`config.mk`:
```
export PLATFORM = sky130hd
export DESIGN_NAME = seq_barrel_shifter
export DESIGN_NICKNAME = d
export VERILOG_FILES = /design/src/rtl/bshift_pkg.sv /design/src/rtl/bshift_step.sv /design/src/rtl/seq_barrel_shifter.sv
export SDC_FILE = /design/constraint.sdc
export NUM_CORES = 1
export LEC_CHECK = 0
export CORE_ASPECT_RATIO = 1.75
export CORE_UTILIZATION = 41
export DETAILED_ROUTE_END_ITERATION = 7
export HOLD_SLACK_MARGIN = 0.03
export PLACE_DENSITY = 0.77
export SYNTH_ARGS = -nofsm -noshare
export SYNTH_HDL_FRONTEND = slang
export SYNTH_SLANG_ARGS = --single-unit
```
`constraint.sdc`:
```
create_clock -name clk -period 1.5 [get_ports clk]
set_clock_uncertainty 0.2 [all_clocks]
set_input_delay 0.3 -clock clk [delete_from_list [all_inputs] [get_ports clk]]
set_output_delay 0.3 -clock clk [all_outputs]
set_load 0.03 [all_outputs]
```
`src/rtl/bshift_pkg.sv`:
```
// bshift_pkg: shared types for the sequential barrel shifter.
package bshift_pkg;
    typedef enum logic [1:0] {MODE_LSL, MODE_LSR, MODE_ASR, MODE_ROL} shift_mode_e;
    typedef enum logic [1:0] {S_IDLE, S_SHIFT, S_DONE} bshift_state_e;
endpackage

```
`src/rtl/bshift_step.sv`:
```
// bshift_step: combinational single-position shift of a word by mode.
module bshift_step
    import bshift_pkg::*;
#(
    parameter int WIDTH = 8
) (
    input  logic [WIDTH-1:0] d,
    input  shift_mode_e      mode,
    output logic [WIDTH-1:0] q
);
    always_comb begin
        q = mode == MODE_LSL ? {d[WIDTH-2:0], 1'b0} :
            mode == MODE_LSR ? {1'b0, d[WIDTH-1:1]} :
            mode == MODE_ASR ? {d[WIDTH-1], d[WIDTH-1:1]} :
                               {d[WIDTH-2:0], d[WIDTH-1]};
    end
endmodule

```
`src/rtl/seq_barrel_shifter.sv`:
```
// seq_barrel_shifter: handshaked multi-cycle shifter, one position per clock.
// Define BSHIFT_DOUBLE_STEP_EN to step two positions per clock while cnt >= 2.
module seq_barrel_shifter
    import bshift_pkg::*;
#(
    parameter int WIDTH   = 8,
    parameter int SHAMT_W = $clog2(WIDTH)
) (
    input  logic               clk,
    input  logic               rst_n,
    input  logic               in_valid,
    output logic               in_ready,
    input  logic [WIDTH-1:0]   in_data,
    input  logic [SHAMT_W-1:0] in_shamt,
    input  logic [1:0]         in_mode,
    output logic               out_valid,
    input  logic               out_ready,
    output logic [WIDTH-1:0]   out_data,
    output logic               busy
);
    bshift_state_e      state, state_nxt;
    shift_mode_e        mode;
    logic [WIDTH-1:0]   work, step1, step_n;
    logic [SHAMT_W-1:0] cnt, cnt_nxt;
    logic               accept;

    bshift_step #(.WIDTH(WIDTH)) u_step1 (.d(work), .mode(mode), .q(step1));

`ifdef BSHIFT_DOUBLE_STEP_EN
    logic [WIDTH-1:0] step2;
    logic             two;

    bshift_step #(.WIDTH(WIDTH)) u_step2 (.d(step1), .mode(mode), .q(step2));

    assign two     = cnt > SHAMT_W'(1);
    assign step_n  = two ? step2 : step1;
    assign cnt_nxt = cnt - (two ? SHAMT_W'(2) : SHAMT_W'(1));
`else
    assign step_n  = step1;
    assign cnt_nxt = cnt - SHAMT_W'(1);
`endif

    assign accept    = in_valid && state == S_IDLE;
    assign in_ready  = state == S_IDLE;
    assign out_valid = state == S_DONE;
    assign busy      = state == S_SHIFT || state == S_DONE;
    assign out_data  = work;

    always_ff @(posedge clk) begin
        if (!rst_n) state <= S_IDLE;
        else        state <= state_nxt;
    end

    always_comb begin
        state_nxt = state;
        case (state)
            S_IDLE:  state_nxt = in_valid ? (in_shamt == '0 ? S_DONE : S_SHIFT) : S_IDLE;
            S_SHIFT: state_nxt = cnt_nxt == '0 ? S_DONE : S_SHIFT;
            S_DONE:  state_nxt = out_ready ? S_IDLE : S_DONE;
            default: state_nxt = S_IDLE;
        endcase
    end

    always_ff @(posedge clk) begin
        if (!rst_n) begin
            work <= '0;
            mode <= MODE_LSL;
            cnt  <= '0;
        end else if (accept) begin
            work <= in_data;
            mode <= shift_mode_e'(in_mode);
            cnt  <= in_shamt;
        end else if (state == S_SHIFT) begin
            work <= step_n;
            cnt  <= cnt_nxt;
        end
    end
endmodule

```
==> flow_summary.ini <==
[run_status]
status = complete, but fails checks
violations = setup timing

[detailed_routing]
vias = 990
drtAntennaViolNets = 0
drtIter0Drc = 36
postRouteWirelength_um = 2570
viasPerCell = 5.50
drcViolationCount = 0
routedWlPerCell_um = 14.3
drt_first_pass_iters = 4

[setup_path]
r2r_cells = 7
worstSetupStartpointType = flip-flop
r2r-end = out_data[7]$_SDFFE_PN0P_
path_max_fanout = 2
worstPathArrival_ps = 1180
crit_end = in_ready
end_kind = output port
r2r_setup_slack_ps = -50
r2r_start = state[1]$_SDFF_PN0_
path_class = flip-flop to output port
startpoint = state[1]$_SDFF_PN0_
worst_ep_required_time_ps = 1000

[die]
fp.coreArea_mm2 = 0.00212
placementRows = 22
io_pins = 28
die_x_um = 38.1
die_h_um = 65.2
initial_core_util_pct = 44.2
dieArea_mm2 = 0.00249

[min_path]
hold_path_class = input pin to flip-flop

[sta]
tightest_slew_ps = 345
fin_tns_setup_ps = -595
layout_min_cycle_time_ps = 1680
hold_viol_final = 0
fin_crit_sh_pct = 112
setup_violations = 8
maxSlewViolCount = 0
rsz0062_at_grt = true
setup_ws_ps = -177
fmax_ghz = 0.596
maxSlewHeadroom_pct = 77.0

[clocking]
cts_tree = built
cts_htree_levels = 1
worstSkewPairLatency_ps = 280
clk_pin_slew_ps = 90
cts-root-buf = clkbuf_4
cts_buffer_depth = 2
cts.sinks = 15
postCtsHoldBufs = 0
cts_buffers = 3

[logic_synthesis]
yosysUniqueCellTypes = 30
ys_ff_latch = 15
synth.avg_cell_area_um2 = 8.68
synth_fp_nets = 131
syn_area_um2 = 937
async_flop_share_pct = 0
synth_flop_cell = dfxtp_1
ys_warn_count = 0
synth_seq_area_share_pct = 32.0
synthCells = 108
synth_edf_count = 0

[place]
place_inst = 167
io_buffers = 27
place.gp.congestion = 0.728
dpl.hpwl_um = 1770

[final_layout]
instances_no_fill = 180
antennaDiodeCount = 0
fillCellCount = 169
area_growth_pct = 56.6
num-nets-final = 180
drive_gt1_share_pct = 32.1

[power]
leakagePower_nw = 0.644
power.density_mw_per_mm2 = 919
ir_drop_mv = 0.635
p_total_mw = 1.35

[global_route]
grt_pass1_vias = 942
grt_pass1_wl_um = 3910
grt_overflow = 0
antenna_found_initial = 0
track_usage_pct = 22.0
grt_max_degree = 20

[job]
drv_cap = 0
[report_power, final]
group	leakage, nW	internal, mW	switching, mW
clock	0.0150	0.103	0.136
combinational	0.504	0.317	0.298
sequential	0.125	0.448	0.0463
[per-layer routing]
metal	track usage (%)	wire length (um)	up-vias
li1	-	-	481
met5	0	0	-
met3	2.03	95	8
met2	42.8	1450	33
met4	10.7	57	0
met1	20.9	975	468
[worst min path at each step]
| stage | end | cells after the start | slack, ps | start |
|---|---|---|---|---|
| 4_1_cts | out_data[5]$_SDFFE_PN0P_ | 3 | 380 | in_data[5] |
| 3_5_place_dp | cnt[1]$_SDFFE_PN0P_ | 2 | 380 | cnt[1]$_SDFFE_PN0P_ |
| 6_report | out_data[5]$_SDFFE_PN0P_ | 3 | 380 | in_data[5] |
| 3_3_place_gp | cnt[1]$_SDFFE_PN0P_ | 2 | 370 | cnt[1]$_SDFFE_PN0P_ |
| 5_1_grt | out_data[6]$_SDFFE_PN0P_ | 3 | 370 | in_data[6] |
| 2_1_floorplan | state[0]$_SDFF_PN0_ | 2 | 240 | in_valid |
[synth_stat cells, types with 4 or more instances]
library cell / instances / share of area [%]
a21oi_1: 5 / 2.7
buf_2: 4 / 2.1
dfxtp_1: 15 / 32
ha_1: 6 / 8.0
inv_1: 6 / 2.4
mux2i_1: 6 / 6.4
nand2_1: 13 / 5.2
nand2b_1: 10 / 6.7
nand3_1: 5 / 2.7
o211ai_1: 8 / 6.4
o22ai_1: 7 / 4.7
[sequential cells by signal, summed over array words and instances, names as in the netlist]
| name | count |
|---|---|
| state | 2 |
| out_data | 8 |
| mode | 2 |
| cnt | 3 |
[worst max-delay path, cell delays in order (launching register included)]
cell	delay (ps)
dfxtp_2	350
inv_2	40
buf_6	110
ha_4	160
buf_6	110
buf_6	120
[what timing repair did]
item                                    4_1_cts  5_1_grt
pin swaps                                     0        6
gates resized for setup                      13        7
endpoints found under the setup margin       13       14
cloned                                        0        1
setup buffers                                 3        5
[area by class of cell]
| type | count | area (um^2) | area share, % |
|---|---|---|---|
| Sequential cell | 15 | 303 | 20.6 |
| Multi-Input combinational cell | 79 | 612 | 41.7 |
| Timing Repair Buffer | 51 | 470 | 32.1 |
| Clock buffer | 4 | 26.3 | 1.79 |
| Inverter | 7 | 26.3 | 1.79 |
| Tap cell | 24 | 30.0 | 2.05 |
[per-stage QoR]
stage,utilization [%],instance area (um^2),worst slack [ps],hold slack (ps)
3_3_place_gp,61.7,1310,-122,372
3_5_place_dp,61.7,1310,-146,375
4_1_cts,66.2,1400,-170,375
6_report,69.2,1470,-177,381
2_1_floorplan,-,955,12.4,245
5_1_grt,69.2,1470,-212,368
[placed cells by master, fill, tap and decap left out, drive strengths merged]
| master | n |
|---|---|
| or3 | 1 |
| o32ai | 1 |
| nor2b | 2 |
| mux2 | 1 |
| dfxtp | 15 |
| nand2 | 13 |
| o21ba | 1 |
| inv | 7 |
| o221a | 1 |
| clkdlybuf4s50 | 16 |
| a211oi | 2 |
| nand3 | 5 |
| ha | 6 |
| nor2 | 2 |
| nand3b | 1 |
| nand4 | 1 |
| a221oi | 1 |
| buf | 35 |
| clkbuf | 4 |
| xor2 | 2 |
| o22ai | 7 |
| a21oi | 5 |
| o211ai | 8 |
| xnor2 | 2 |
| nand2b | 10 |
| o21ai | 1 |
| mux2i | 6 |
[kinds of logic (layout without fill, tap and decap cells)]
| logic type | Yosys count | count (layout) | share of synthesized area, % |
|---|---|---|---|
| AO/OA/AOI/OAI | 27 | 27 | 20.0 |
| XOR/XNOR | 4 | 4 | 5.74 |
| adder cells (fa/ha/maj) | 6 | 6 | 8.01 |
| buffers and inverters | 14 | 62 | 7.34 |
| flip-flops | 15 | 15 | 32.0 |
| multiplexers | 7 | 7 | 8.01 |
| AND/OR/NAND/NOR | 35 | 35 | 18.8 |
Note: power is estimated with default switching activity, not from simulation.
